--- config.mk ---
export PLATFORM = sky130hd
export DESIGN_NAME = lsu_mem_port
export DESIGN_NICKNAME = d
export VERILOG_FILES = /design/src/rtl/lsu_pkg.sv /design/src/rtl/lsu_mem_port_align.sv /design/src/rtl/lsu_mem_port.sv
export SDC_FILE = /design/constraint.sdc
export NUM_CORES = 1
export LEC_CHECK = 0
export BUFFER_PORTS_ARGS = -buffer_cell sky130_fd_sc_hd__buf_2
export CAP_MARGIN = 25
export CORE_ASPECT_RATIO = 1.4
export CORE_UTILIZATION = 35
export DETAILED_ROUTE_END_ITERATION = 8
export PLACE_DENSITY = 0.65
export SLEW_MARGIN = 10
export SYNTH_ARGS = -nofsm -noshare
export SYNTH_HDL_FRONTEND = slang
export SYNTH_SLANG_ARGS = --single-unit
--- constraint.sdc ---
create_clock -name clk -period 2.6 [get_ports clk]
set_input_delay 0.26 -clock clk [delete_from_list [all_inputs] [get_ports clk]]
set_output_delay 0.26 -clock clk [all_outputs]
set_load 0.01 [all_outputs]
--- src/rtl/lsu_pkg.sv ---
// Shared definitions for the load/store unit: funct3 codes, FSM encoding and
// latency-counter width.
package lsu_pkg;

    localparam logic [2:0] F3_B  = 3'b000;
    localparam logic [2:0] F3_H  = 3'b001;
    localparam logic [2:0] F3_W  = 3'b010;
    localparam logic [2:0] F3_BU = 3'b100;
    localparam logic [2:0] F3_HU = 3'b101;

    localparam int CNT_W = 3;

    typedef enum logic [1:0] {
        ST_IDLE  = 2'd0,
        ST_ISSUE = 2'd1,
        ST_WAIT  = 2'd2,
        ST_RESP  = 2'd3
    } lsu_state_e;

endpackage

--- src/rtl/lsu_mem_port_align.sv ---
// Combinational lane logic: request legality, byte enables, store steering
// and load extraction with sign/zero extension.
module lsu_align
    import lsu_pkg::*;
(
    input  logic        req_load,
    input  logic        req_store,
    input  logic [2:0]  funct3,
    input  logic [1:0]  offset,
    input  logic [31:0] wdata,
    output logic        legal,
    output logic [3:0]  byte_en,
    output logic [31:0] wdata_lane,
    input  logic [2:0]  ld_funct3,
    input  logic [1:0]  ld_offset,
    input  logic [31:0] rword,
    output logic [31:0] ld_data
);

    logic       aligned;
    logic       f3_load_ok;
    logic       f3_store_ok;
    logic [7:0] byte_sel;
    logic [15:0] half_sel;

    always_comb begin
        aligned     = 1'b0;
        f3_load_ok  = 1'b0;
        f3_store_ok = 1'b0;
        case (funct3)
            F3_B, F3_BU: aligned = 1'b1;
            F3_H, F3_HU: aligned = ~offset[0];
            F3_W:        aligned = (offset == 2'b00);
            default:     aligned = 1'b0;
        endcase
        case (funct3)
            F3_B, F3_H, F3_W, F3_BU, F3_HU: f3_load_ok = 1'b1;
            default:                        f3_load_ok = 1'b0;
        endcase
        case (funct3)
            F3_B, F3_H, F3_W: f3_store_ok = 1'b1;
            default:          f3_store_ok = 1'b0;
        endcase
        legal = aligned & ((req_load & ~req_store & f3_load_ok) |
                           (req_store & ~req_load & f3_store_ok));
    end

    // Only meaningful for legal stores; funct3[1:0] gives the access size.
    always_comb begin
        byte_en    = 4'b1111;
        wdata_lane = wdata;
        case (funct3[1:0])
            2'b00: begin
                byte_en    = 4'b0001 << offset;
                wdata_lane = {4{wdata[7:0]}};
            end
            2'b01: begin
                byte_en    = offset[1] ? 4'b1100 : 4'b0011;
                wdata_lane = {2{wdata[15:0]}};
            end
            default: begin
                byte_en    = 4'b1111;
                wdata_lane = wdata;
            end
        endcase
    end

    always_comb begin
        byte_sel = rword[{ld_offset, 3'b000} +: 8];
        half_sel = ld_offset[1] ? rword[31:16] : rword[15:0];
        case (ld_funct3)
            F3_B:    ld_data = {{24{byte_sel[7]}}, byte_sel};
            F3_BU:   ld_data = {24'b0, byte_sel};
            F3_H:    ld_data = {{16{half_sel[15]}}, half_sel};
            F3_HU:   ld_data = {16'b0, half_sel};
            default: ld_data = rword;
        endcase
    end

endmodule

--- src/rtl/lsu_mem_port.sv ---
// Multi-cycle load/store unit between the ALU and a synchronous word-wide
// data memory port; stalls the core through ready while a request is in flight.
//
// state    | meaning
// ---------+-----------------------------------------------------------
// ST_IDLE  | ready=1, waiting for a request
// ST_ISSUE | one-cycle memory strobe (mem_ren for loads, mem_we for stores)
// ST_WAIT  | counting down read latency, capture extracted data at zero
// ST_RESP  | done pulse with rdata/err valid
module lsu_mem_port
    import lsu_pkg::*;
#(
    parameter int ADDR_W   = 32,
    parameter int READ_LAT = 1
) (
    input  logic              clk,
    input  logic              rst_n,
    input  logic              req_valid,
    input  logic              req_load,
    input  logic              req_store,
    input  logic [2:0]        req_funct3,
    input  logic [ADDR_W-1:0] req_addr,
    input  logic [31:0]       req_wdata,
    output logic              ready,
    output logic              done,
    output logic [31:0]       rdata,
    output logic              err,
    output logic [ADDR_W-3:0] mem_addr,
    output logic              mem_ren,
    output logic [3:0]        mem_we,
    output logic [31:0]       mem_wdata,
    input  logic [31:0]       mem_rdata
);

    localparam logic [CNT_W-1:0] CNT_LOAD = CNT_W'(READ_LAT - 1);

    lsu_state_e       state;
    lsu_state_e       state_nxt;
    logic             accept;
    logic             is_load_q;
    logic [2:0]       f3_q;
    logic [1:0]       off_q;
    logic [3:0]       be_q;
    logic [CNT_W-1:0] cnt_q;

    logic             legal;
    logic [3:0]       byte_en;
    logic [31:0]      wdata_lane;
    logic [31:0]      ld_data;

    assign accept = ready & req_valid;

    lsu_align u_align (
        .req_load   (req_load),
        .req_store  (req_store),
        .funct3     (req_funct3),
        .offset     (req_addr[1:0]),
        .wdata      (req_wdata),
        .legal      (legal),
        .byte_en    (byte_en),
        .wdata_lane (wdata_lane),
        .ld_funct3  (f3_q),
        .ld_offset  (off_q),
        .rword      (mem_rdata),
        .ld_data    (ld_data)
    );

    always_ff @(posedge clk or negedge rst_n) begin
        if (!rst_n) begin
            state <= ST_IDLE;
        end else begin
            state <= state_nxt;
        end
    end

    always_comb begin
        state_nxt = state;
        case (state)
            ST_IDLE: begin
                if (accept) begin
                    state_nxt = legal ? ST_ISSUE : ST_RESP;
                end
            end
            ST_ISSUE: state_nxt = is_load_q ? ST_WAIT : ST_RESP;
            ST_WAIT: begin
                if (cnt_q == '0) begin
                    state_nxt = ST_RESP;
                end
            end
            ST_RESP: state_nxt = ST_IDLE;
            default: state_nxt = ST_IDLE;
        endcase
    end

    always_comb begin
        ready   = (state == ST_IDLE);
        done    = (state == ST_RESP);
        mem_ren = (state == ST_ISSUE) & is_load_q;
        mem_we  = ((state == ST_ISSUE) & ~is_load_q) ? be_q : 4'b0000;
    end

    always_ff @(posedge clk or negedge rst_n) begin
        if (!rst_n) begin
            is_load_q <= 1'b0;
            f3_q      <= 3'b000;
            off_q     <= 2'b00;
            be_q      <= 4'b0000;
            cnt_q     <= '0;
            mem_addr  <= '0;
            mem_wdata <= '0;
            rdata     <= '0;
            err       <= 1'b0;
        end else begin
            if (accept) begin
                is_load_q <= req_load;
                f3_q      <= req_funct3;
                off_q     <= req_addr[1:0];
                be_q      <= byte_en;
                mem_addr  <= req_addr[ADDR_W-1:2];
                mem_wdata <= wdata_lane;
                err       <= ~legal;
                if (!legal) begin
                    rdata <= '0;
                end
            end
            if ((state == ST_ISSUE) && is_load_q) begin
                cnt_q <= CNT_LOAD;
            end
            // mem_rdata is only trusted on the cycle the counter reaches zero.
            if (state == ST_WAIT) begin
                if (cnt_q == '0) begin
                    rdata <= ld_data;
                end else begin
                    cnt_q <= cnt_q - 1'b1;
                end
            end
        end
    end

endmodule

# Word level (Yosys, flattened, before mapping)
# Cells that the tools add are included.
# word_totals
out_inout_bits	102
register_bits	110
inputBits	104
# op_classes
bitwise_logic	14
n_mux	21
n_reduce_logical	12
n_eq_ne	13
n_addsub	1
n_shift	2
# ops
cell	count
$mux 32	4
$pmux 32 s4	1
$pmux 32 s2	1
$shiftx 32x6->8	1
$mux 16	1
$eq 3x3->1 const B	4
$logic_not 3->1	3
$mux 3	3
$and 1x1->1	8
$mux 4	2
$pmux 2 s4	1
$pmux 4 s2	1
$eq 3x1->1 const B	2
$logic_not 2->1	3
$mux 2	3
$not 1->1	5
$reduce_or 5->1	1
$eq 2x1->1 const B	2
$eq 2x2->1 const B	2
$ne 2x1->1 const B	2
$reduce_or 2->1	2
$shl 1x2->4 const A	1
$eq 3x2->1 const B	1
$mux 1	3
6 further kinds	6

# Logic depth before layout (Yosys ltp)
# Gate-level depths: netlist of the first run.
# depth
ltp_word	10
depth_mapped	8

# Modules after synthesis
# A second synthesis of the first run with hierarchy kept.
# hier_totals
cells_unflattened	448
hier_area_um2	5504.0
# by_module_without_submodules
mod	instances	cells_per_inst	area_per_inst_um2
lsu_mem_port	1	264	4266.6
lsu_align	1	184	1237.4

# Worst setup path after synthesis of the first run
# No wires, ideal clock.
# synth_timing
kind	register to register
startpoint	reg state[0]
endpoint	reg mem_wdata[7]
slack_ns	0.724
path_stages_with_launch	7
path_buffers	2
required_time_ns	2.475
t_arrival_ns	1.751
synth_period_minus_slack_ns	1.876
path_cell_list	dfrtp_1 -> inv_1 -> ha_1 -> nand2_1 -> clkbuf_1 -> clkbuf_1 -> mux2_2
# synth_via
elab_chain_cells	2
# synth_rtl
item	line_no	rtl
start, declared	lsu_mem_port.sv:37	lsu_state_e state;
start signal, assigned	lsu_mem_port.sv:72	state <= state_nxt;
$logic_not 2->1	lsu_mem_port.sv:96	ready = (state == ST_IDLE);
named net ready	lsu_mem_port.sv:24	output logic ready,
$and 1x1->1	lsu_mem_port.sv:51	assign accept = ready & req_valid;
end signal, assigned	lsu_mem_port.sv:120	mem_wdata <= wdata_lane;
end, declared	lsu_mem_port.sv:31	output logic [31:0] mem_wdata,
# The timed path passes the listed nets, and every way through them passes these cells.
# A chain may end at the register's enable or synchronous reset.

# Worst setup path in the final report of the first run
# layout_timing
startpoint	reg state[0]
endpoint	reg rdata[28]
# layout_via
elab_chain_cells	5
elab_cells_between_ends	6
# layout_rtl
item	line_no	rtl
$logic_not 2->1	lsu_mem_port.sv:96	
$and 1x1->1	lsu_mem_port.sv:51	
$mux 32	lsu_mem_port.sv:114	if (accept) begin
$mux 32	lsu_mem_port.sv:131	if (cnt_q == '0) begin
$mux 32 (*)	lsu_mem_port.sv:130	if (state == ST_WAIT) begin
end signal, assigned	lsu_mem_port.sv:132	rdata <= ld_data;
end, declared	lsu_mem_port.sv:26	output logic [31:0] rdata,
# Mark *: on every way between the ends. The rest lies on a longest branch, timed or not.

==> results.md, run 1 <==
- IO Count: 206
- Hold Crit Class: in2reg
- Clock buffer depth: 2
- Busiest grt layer: met2
- Port Buffers: 205
- Clock-pin slew on the worst setup and hold paths: 0.07 ns
- DP HPWL: 10.1 mm
- Number of global-route vias before repair: 4424
- Ant. Diodes: 0
- Core area: 14400 um^2
- RSZ-0062 raised after global routing: no
- Syn Nets: 569
- Post-route insts no fill: 848
- Pins Over Slew Limit: 0
- Starting Density: 35.8%
- Internal: 4.79 mW
- Worst-Margin Slew: 0.627 ns
- Final Cell Area: 6650 um^2
- Clock latency on the worst-skew pair: 0.34 ns
- Relative slew slack: 58.1%
- Final setup violating endpoints: 0
- Largest area contributor in the netlist: dfrtp_1
- Num rows: 52
- DRC: 0
- Comb pwr share: 44.5%
- DR pass1 iterations: 4
- Most frequent cells in the layout: buf_2, dfrtp_1, mux2_2
- Pwr/cell area: 1160 nW/um^2
- Post-Syn Area per Cell: 11.2 um^2
- Post-Syn Area: 5140 um^2
- Total number of vias: 4310
- Switch Pwr: 2.90 mW
- Distinct cells, synth: 41
- Placed cell area: 6370 um^2
- Kind of critical path: reg2reg
- Post-synth EDFFs: 0
- Period utilization: 76.6%
- Die height: 145 um
- Met3 Use GR: 4.43%
- Critical Path AT: 2.21 ns
- CP required: 2.82 ns
- Fin Hold WS: 0.145 ns
- Reg power frac: 39.0%
- GR Util met2: 32.7%
- Ys Warns: 0
- Min cycle time layout: 1.99 ns
- Max Fclk: 502 MHz
- Routability Congestion: 0.841
- Antenna violations before repair: 0
- Clk pwr share: 16.5%
- Post-route total power: 7.69 mW
- Pin count of the biggest net entering global routing: 104
- #FFs+latches synth: 110
- VDD IR max: 449 uV
- Via-per-instance ratio: 5.08
- Crit path launch type: flip-flop
- Ys flop type: dfrtp_1
- Clk_skew: 0.00824 ns
- Clock root buffer: clkbuf_16
- Routing usage on met1: 20.6%
- Top-area cell type share of the netlist area: 53.5%
- WL/cell: 15.8 um
- Total grt overflow: 0
- Post-CTS setup buffers: 0
- Status: finished clean
- # resized after CTS: 0
- Endpoint type of the worst setup path: flip-flop
- Die width: 104 um
- Sink Count: 110
- Fin. Hold Viols: 0
- Area growth syn-to-layout: 29.3%
- Fin nets: 764
- Mapped Cells: 459
- Cts bufs inserted: 9
- Share of cells above drive strength 1: 42.6%
- Register area share after synthesis: 53.5%
- Wire length of the first global-routing pass: 22.1 mm
- Leak: 3.29 nW
- TNS Setup: 0 ns
- GRT Total Usage: 18.2%
- Max-cap violations: 0
- Final antenna-violating net count: 0
- TritonCTS clock tree: done
- Net Sw Frac: 37.8%
- Crit path max fanout: 32
- Dpl cells: 831
- DRT iter0 DRCs: 128
- Commonest non-fill, non-tap cell in the layout: buf_2
- Synth async-reset ratio: 100%
- Largest cells by area after synthesis: dfrtp_1, mux2_2, mux2i_1
- Detailed Route WL: 13.4 mm
- Die area: 15200 um^2
- H-tree Lvls: 3
[kinds of logic (layout without fill, tap and decap cells)]
| family | count (synthesis) | count (layout) | synth area share [%] |
|---|---|---|---|
| AO/OA/AOI/OAI | 126 | 126 | 16.6 |
| flip-flops | 110 | 110 | 53.5 |
| adder cells (fa/ha/maj) | 6 | 6 | 1.46 |
| AND/OR/NAND/NOR | 102 | 102 | 9.12 |
| XOR/XNOR | 1 | 1 | 0.170 |
| buffers and inverters | 41 | 241 | 3.53 |
| multiplexers | 73 | 73 | 15.6 |
[repair_timing]
action / in CTS / in global routing
hold endpoints to repair: 27 / 0
endpoints found under the setup margin: 0 / 0
hold buffers: 1 / 0
[sequential cells by signal (all words and copies together), names as in the netlist]
name,flops
mem_wdata,32
rdata,32
mem_addr,30
be_q,4
cnt_q,3
f3_q,3
off_q,2
state,2
err,1
is_load_q,1
[power by group through the flow]
stage	clock network [mW]	registers, mW	logic [mW]
floorplan	0	3.28	1.85
global placement	0	2.99	3.38
detailed placement	0	3.03	3.47
CTS	1.31	3.01	3.47
global route	1.39	3.10	3.74
finish	1.27	3.00	3.42
[worst paths after layout]
check | start | to | cells past startpoint | slack (ns)
max | state[0] | rdata[28] | 7 | 0.61
max in group asynchronous | rst_n | mem_addr[11] | 3 | 1.52
min reg2reg | mem_wdata[23] | mem_wdata[23] | 2 | 0.48
max reg2reg | state[0] | rdata[28] | 7 | 0.61
min | req_addr[18] | mem_addr[16] | 2 | 0.14
min in group asynchronous | rst_n | rdata[20] | 2 | 0.38
[stage by stage]
step	worst slack (ns)	utilization [%]
3_3_place_gp	0.680	44.3
4_1_cts	0.590	46.3
2_1_floorplan	0.724	-
6_report	0.609	46.3
3_5_place_dp	0.617	44.3
5_1_grt	0.462	46.3
[per-layer routing]
| layer | part of all wire [%] | wire (um) | up-vias |
|---|---|---|---|
| met1 | 39 | 5270 | 2103 |
| met2 | 53 | 7100 | 153 |
| met5 | 0 | 0 | - |
| met4 | 2.1 | 287 | 0 |
| met3 | 5.7 | 771 | 21 |
| li1 | - | - | 2033 |
[Yosys cell counts, types with 2 or more instances]
| cell type | n |
|---|---|
| nor2b_1 | 11 |
| nand2_1 | 42 |
| a21oi_1 | 31 |
| ha_1 | 6 |
| nand2b_1 | 4 |
| and2_1 | 6 |
| mux2_2 | 43 |
| inv_1 | 9 |
| a32o_1 | 4 |
| nor2_1 | 21 |
| nor2_2 | 2 |
| a211oi_1 | 4 |
| o2bb2ai_1 | 4 |
| mux2i_1 | 28 |
| buf_1 | 2 |
| dfrtp_1 | 110 |
| o22ai_1 | 8 |
| buf_2 | 13 |
| or3_1 | 4 |
| clkbuf_1 | 14 |
| o21ai_0 | 38 |
| nor3_1 | 9 |
| o21bai_1 | 6 |
| a221o_1 | 16 |
| a22o_1 | 8 |
[final cells by class]
class	instances	area (um^2)
clock buffer	11	233
clock inverter	5	36.3
fill	1375	7730
inverter	10	37.5
multi-input combinational	308	2230
sequential	110	2750
tap	189	236
timing repair buffer	215	1130
[worst max-delay path: stages, from the launching register on]
cell	delay [ns]
dfrtp_1	0.42
inv_1	0.13
ha_1	0.24
nand2_1	0.21
nand2_1	0.17
o31ai_4	0.07
buf_4	0.24
a221o_1	0.38
No activity file was read; power rests on OpenSTA's default activity.
==> run 2, diff against run 1 <==
--- a/config.mk
+++ b/config.mk
@@ -5,12 +5,13 @@
 export SDC_FILE = /design/constraint.sdc
 export NUM_CORES = 1
 export LEC_CHECK = 0
+export ABC_AREA = 1
 export BUFFER_PORTS_ARGS = -buffer_cell sky130_fd_sc_hd__buf_2
 export CAP_MARGIN = 25
 export CORE_ASPECT_RATIO = 1.4
 export CORE_UTILIZATION = 35
 export DETAILED_ROUTE_END_ITERATION = 8
-export PLACE_DENSITY = 0.65
+export PLACE_DENSITY = 0.64
 export SLEW_MARGIN = 10
 export SYNTH_ARGS = -nofsm -noshare
 export SYNTH_HDL_FRONTEND = slang
==> constraint.sdc (replaced) <==
create_clock -name clk -period 2 [get_ports clk]
set_input_delay 0.2 -clock clk [delete_from_list [all_inputs] [get_ports clk]]
set_output_delay 0.2 -clock clk [all_outputs]
set_load 0.01 [all_outputs]
==> results.md, run 2 <==
- Status: finished clean
- Placed cell area: 6880 um^2
- Clock root buffer: clkbuf_16
- DR pass1 iterations: 5
- GRT Total Usage: 20.3%
- Final Cell Area: 7210 um^2
- Core area: 15700 um^2
- Min cycle time layout: 1.82 ns
- RSZ-0062 raised after global routing: no
- Pwr/cell area: 1480 nW/um^2
- Share of cells above drive strength 1: 26.0%
- Commonest non-fill, non-tap cell in the layout: nand2_1
- Pin count of the biggest net entering global routing: 72
- FF-to-FF setup slack: 0.35 ns
- Most frequent cells in the layout: nand2_1, buf_2, dfrtp_1
- Num rows: 54
- VDD IR max: 714 uV
- Top flop regs: mem_wdata x32, rdata x32, mem_addr x30
- Period utilization: 91.1%
- Cts bufs inserted: 9
- Fin. Hold Viols: 0
- Pins Over Slew Limit: 0
- CP required: 1.80 ns
- H-tree Lvls: 3
- Crit path max fanout: 5
- Register area share after synthesis: 48.5%
- Post-route insts no fill: 1175
- DRC: 0
- Area growth syn-to-layout: 26.9%
- Routability Congestion: 0.867
- Area occupied by multi-input gates: 2390 um^2
- WL/cell: 13.8 um
- Synth top cells by count: nand2_1, dfrtp_1, nor2_1
- Ys flop type: dfrtp_1
- Via-per-instance ratio: 4.64
- Final setup violating endpoints: 0
- Max-cap violations: 0
- Worst Setup Slack, final: 0.178 ns
- Total grt overflow: 0
- Critical Path AT: 1.62 ns
- Starting Density: 36.1%
- Max Fclk: 549 MHz
- Distinct cells, synth: 29
- Crit path launch type: flip-flop
- Detailed Route WL: 16.3 mm
- Hold Path Origin: req_addr[15]
- IO Count: 206
- Post-Syn Area: 5680 um^2
- Synth async-reset ratio: 100%
- Die area: 16800 um^2
- Worst R2R Path Depth: 8
- Antenna violations before repair: 0
- Number of global-route vias before repair: 5294
- Clock latency on the worst-skew pair: 0.35 ns
- Post-Syn Area per Cell: 7.27 um^2
- Kind of critical path: reg2out
- TritonCTS clock tree: done
- Die height: 153 um
- Wire length of the first global-routing pass: 26.4 mm
- Port Buffers: 205
- Fill cell count: 1643
- Post-synth EDFFs: 0
- Clock-pin slew on the worst setup and hold paths: 0.09 ns
- Most frequent cell after synthesis: nand2_1
- Pre-CTS WS: 0.349 ns
- Post-CTS setup buffers: 0
- Clock buffer depth: 2
- Largest area contributor in the netlist: dfrtp_1
- DP HPWL: 12.1 mm
- Syn Nets: 891
- Clk_skew: 0.00776 ns
- Fin nets: 1084
- #FFs+latches synth: 110
- Ant. Diodes: 0
- Final antenna-violating net count: 0
- Worst R2R Start: state[0]
- Sink Count: 110
- Leak: 4.14 nW
- Hold Crit Class: in2reg
- Top-area cell type share of the netlist area: 48.5%
- Endpoint type of the worst setup path: output pin
- DRT iter0 DRCs: 277
- Mapped Cells: 781
- Dpl cells: 1158
- Total number of vias: 5455
- Largest cells by area after synthesis: dfrtp_1, nand2_1, o21ai_0
- Hold Path Depth: 3
- Die width: 110 um
- Relative slew slack: 69.3%
- TNS Setup: 0 ns
- Worst-Margin Slew: 0.458 ns
- Ys Warns: 0
- Crit path from: state[1]
- FF/Latch Area: 2750 um^2
run 2: cell types whose count changed after synthesis, moves of 6 or more:
cell	change
inv_1	+63
nand2_1	+276
nand3_1	+27
buf_6	+7
nor3_1	-9
a22o_1	-8
nor2b_1	-11
o21ai_0	+23
mux2_2	-43
a221o_1	-16
nor2_1	+55
and2_1	-6
mux2i_1	-28
run 2: power breakdown:
part           switching, mW  internal [mW]  leakage [nW]
Clock                  0.926          0.928         0.153
Combinational           3.11           1.92          2.61
Sequential             0.587           3.22          1.38
run 2: path summary, 6_finish.rpt:
| path | to |
|---|---|
| worst max-delay path | mem_we[3] |
| worst min-delay path | mem_addr[13] |
| worst max register to register | mem_wdata[30] |
| worst min register to register | mem_addr[21] |
| max in group asynchronous | mem_addr[27] |
| min in group asynchronous | mem_wdata[19] |
run 2: repair_timing:
item,4_1_cts,5_1_grt
hold buffers,1,0
setup endpoints to repair,0,1
gates resized for setup,0,1
endpoints found under the hold margin,16,0
run 2: cells by family after synthesis:
family,after synthesis,share of synthesized area [%]
and+or+nand+nor,432,29.8
buffers and inverters,119,9.54
AOI/OAI and AO/OA,114,10.9
DFF,110,48.5
adders and majority gates,6,1.32
run 2: stage by stage:
stage               power (mW)  hold WS (ns)  util, %
finish                    10.7        0.0315     45.8
global route              11.7        0.0340     45.8
CTS                       10.8        0.0208     45.8
detailed placement        8.93        0.0933     43.7
global placement          8.85        0.0928     43.7
floorplan                 7.10       -0.0956        -
run 2: worst max-delay path, stage by stage, from the launching register on:
cell and delay (ns):
dfrtp_1 0.43, inv_1 0.09, ha_1 0.17, inv_1 0.05
nor2_2 0.12, inv_1 0.10, nor2_1 0.14, buf_2 0.16
run 2: metal layers:
layer / wire length [um] / vias up / part of all wire, % / track usage (%)
met5: 0 / - / 0 / 0
met4: 216 / 0 / 1.3 / 6.03
met3: 1100 / 13 / 6.7 / 4.36
met2: 8290 / 187 / 51 / 35.5
met1: 6650 / 2453 / 41 / 24.6
li1: - / 2802 / - / -
run 2: area by class of cell:
| class | count | area share [%] |
|---|---|---|
| Inverter | 80 | 4.25 |
| Sequential cell | 110 | 38.2 |
| Timing Repair Buffer | 221 | 16.7 |
| Multi-Input combinational cell | 552 | 33.2 |
| Clock buffer | 10 | 3.32 |
| Clock inverter | 6 | 1.01 |
| Tap cell | 196 | 3.40 |
==> run 3, diff against run 2 <==
--- a/config.mk
+++ b/config.mk
@@ -11,6 +11,7 @@
 export CORE_ASPECT_RATIO = 1.4
 export CORE_UTILIZATION = 35
 export DETAILED_ROUTE_END_ITERATION = 8
+export MAX_ROUTING_LAYER = met4
 export PLACE_DENSITY = 0.64
 export SLEW_MARGIN = 10
 export SYNTH_ARGS = -nofsm -noshare
==> results.md, run 3 (synthesis gave the netlist of run 2 again) <==
- Dpl cells: 1158
- Commonest non-fill, non-tap cell in the layout: nand2_1
- Relative slew slack: 69.5%
- Die width: 110 um
- Pins Over Slew Limit: 0
- Starting Density: 36.1%
- Net Sw Frac: 43.3%
- Crit path max fanout: 5
- Comb pwr share: 47.1%
- Clock root buffer: clkbuf_16
- DR pass1 iterations: 4
- Crit-path cells: inv_1 -> ha_1 -> inv_1 -> nor2_2 -> inv_1 -> nor2_1 -> buf_2
- Total number of vias: 5459
- Switch Pwr: 4.63 mW
- Most frequent cells in the layout: nand2_1, buf_2, dfrtp_1
- Routability Congestion: 0.881
- RSZ-0062 raised after global routing: no
- Leak: 4.14 nW
- Clock-pin slew on the worst setup and hold paths: 0.08 ns
- DP HPWL: 12.1 mm
- TritonCTS clock tree: done
- Total grt overflow: 0
- Antenna violations before repair: 0
- Fin. Hold Viols: 0
- Top flop regs: mem_wdata x32, rdata x32, mem_addr x30
- Kind of critical path: reg2out
- Clock buffer depth: 2
- DRC: 0
- Setup crit end: mem_we[3]
- Core area: 15700 um^2
- Die height: 153 um
- Pre-CTS WS: 0.349 ns
- Final antenna-violating net count: 0
- Clock latency on the worst-skew pair: 0.35 ns
- Share of cells above drive strength 1: 26.0%
- WL/cell: 13.8 um
- Reg power frac: 35.6%
- Area growth syn-to-layout: 26.9%
- Ant. Diodes: 0
- Most used cell, CP: inv_1
- Number of global-route vias before repair: 5308
- Sink Count: 110
- Min cycle time layout: 1.83 ns
- Post-route insts no fill: 1175
- Crit path from: state[1]
- H-tree Lvls: 3
- Detailed Route WL: 16.3 mm
- DRT iter0 DRCs: 291
- Worst R2R Path Depth: 8
- Clk pwr share: 17.3%
- CP required: 1.80 ns
- Hold Path Depth: 3
- Fin nets: 1084
- IO Count: 206
- Endpoint type of the worst setup path: output pin
- Max Fclk: 546 MHz
- Critical Path AT: 1.63 ns
- Num rows: 54
- TNS Setup: 0 ns
- Clk_skew: 0.00777 ns
- Internal: 6.07 mW
- Port Buffers: 205
- Final Cell Area: 7210 um^2
- Pin count of the biggest net entering global routing: 72
- Finished Core Util: 45.8%
- Hold Crit Class: in2reg
- Placed cell area: 6880 um^2
- GRT Total Usage: 20.9%
- CP peak stage delay: 0.43 ns
- FF-to-FF setup slack: 0.35 ns
- Pwr/cell area: 1480 nW/um^2
- Crit path max-delay cell type: dfrtp_1
- Worst Setup Slack, final: 0.169 ns
- Status: finished clean
- Via-per-instance ratio: 4.65
- Wire length of the first global-routing pass: 26.4 mm
- Cts bufs inserted: 9
- Worst R2R Start: state[0]
- Worst-Margin Slew: 0.456 ns
- Final setup violating endpoints: 0
- Period utilization: 91.5%
- R2r endpoint: mem_wdata[30]
- Max-cap violations: 0
- VDD IR max: 713 uV
- Crit path launch type: flip-flop
- Die area: 16800 um^2
- Hold Path Origin: req_addr[15]
-- run 3: cell type report --
class                      count  area, um^2
fill                        1643        8530
sequential                   110        2750
multi-input combinational    552        2390
timing repair buffer         221        1200
inverter                      80         307
tap                          196         245
clock buffer                  10         239
clock inverter                 6        72.6
-- run 3: worst max-delay path, delay by kind of cell (launching register included) --
| kind | cells | cell delay [ns] |
|---|---|---|
| adders and majority gates | 1 | 0.17 |
| DFF | 1 | 0.43 |
| buffers and inverters | 4 | 0.40 |
| and+or+nand+nor | 2 | 0.26 |
-- run 3: how the worst min path moves through the flow --
stage / to / slack [ns]
global placement: mem_wdata[23] / 0.09
detailed placement: mem_wdata[19] / 0.09
floorplan: be_q[0] / -0.1
finish: mem_addr[13] / 0.03
CTS: mem_addr[13] / 0.02
global route: mem_addr[6] / 0.03
-- run 3: metrics by stage --
stage                     hold slack [ns]  power, mW
after global placement             0.0928       8.85
final                              0.0334       10.7
after detailed placement           0.0933       8.93
after floorplan                   -0.0956       7.10
after CTS                          0.0208       10.8
after global routing               0.0340       11.7
-- run 3: power by group through the flow --
stage                     clock [mW]  sequential (mW)  combinational (mW)
after CTS                       1.90             3.81                5.12
final                           1.85             3.80                5.04
after floorplan                    0             4.13                2.98
after global routing            1.99             3.94                5.77
after global placement             0             3.83                5.02
after detailed placement           0             3.81                5.12
-- run 3: repair_timing --
action | in CTS | in global routing
gates resized for setup | 0 | 1
endpoints found under the hold margin | 16 | 0
endpoints found under the setup margin | 0 | 1
hold buffers | 1 | 0
buffers inserted | 0 | 0
-- run 3: layer usage --
metal  wire (um)  vias to the layer above  global-route usage [%]
met5           0                        -                       -
met4         216                        0                    6.03
met3         998                       12                    2.99
met2        8290                      187                    35.5
met1        6760                     2456                    25.6
li1            -                     2804                       -
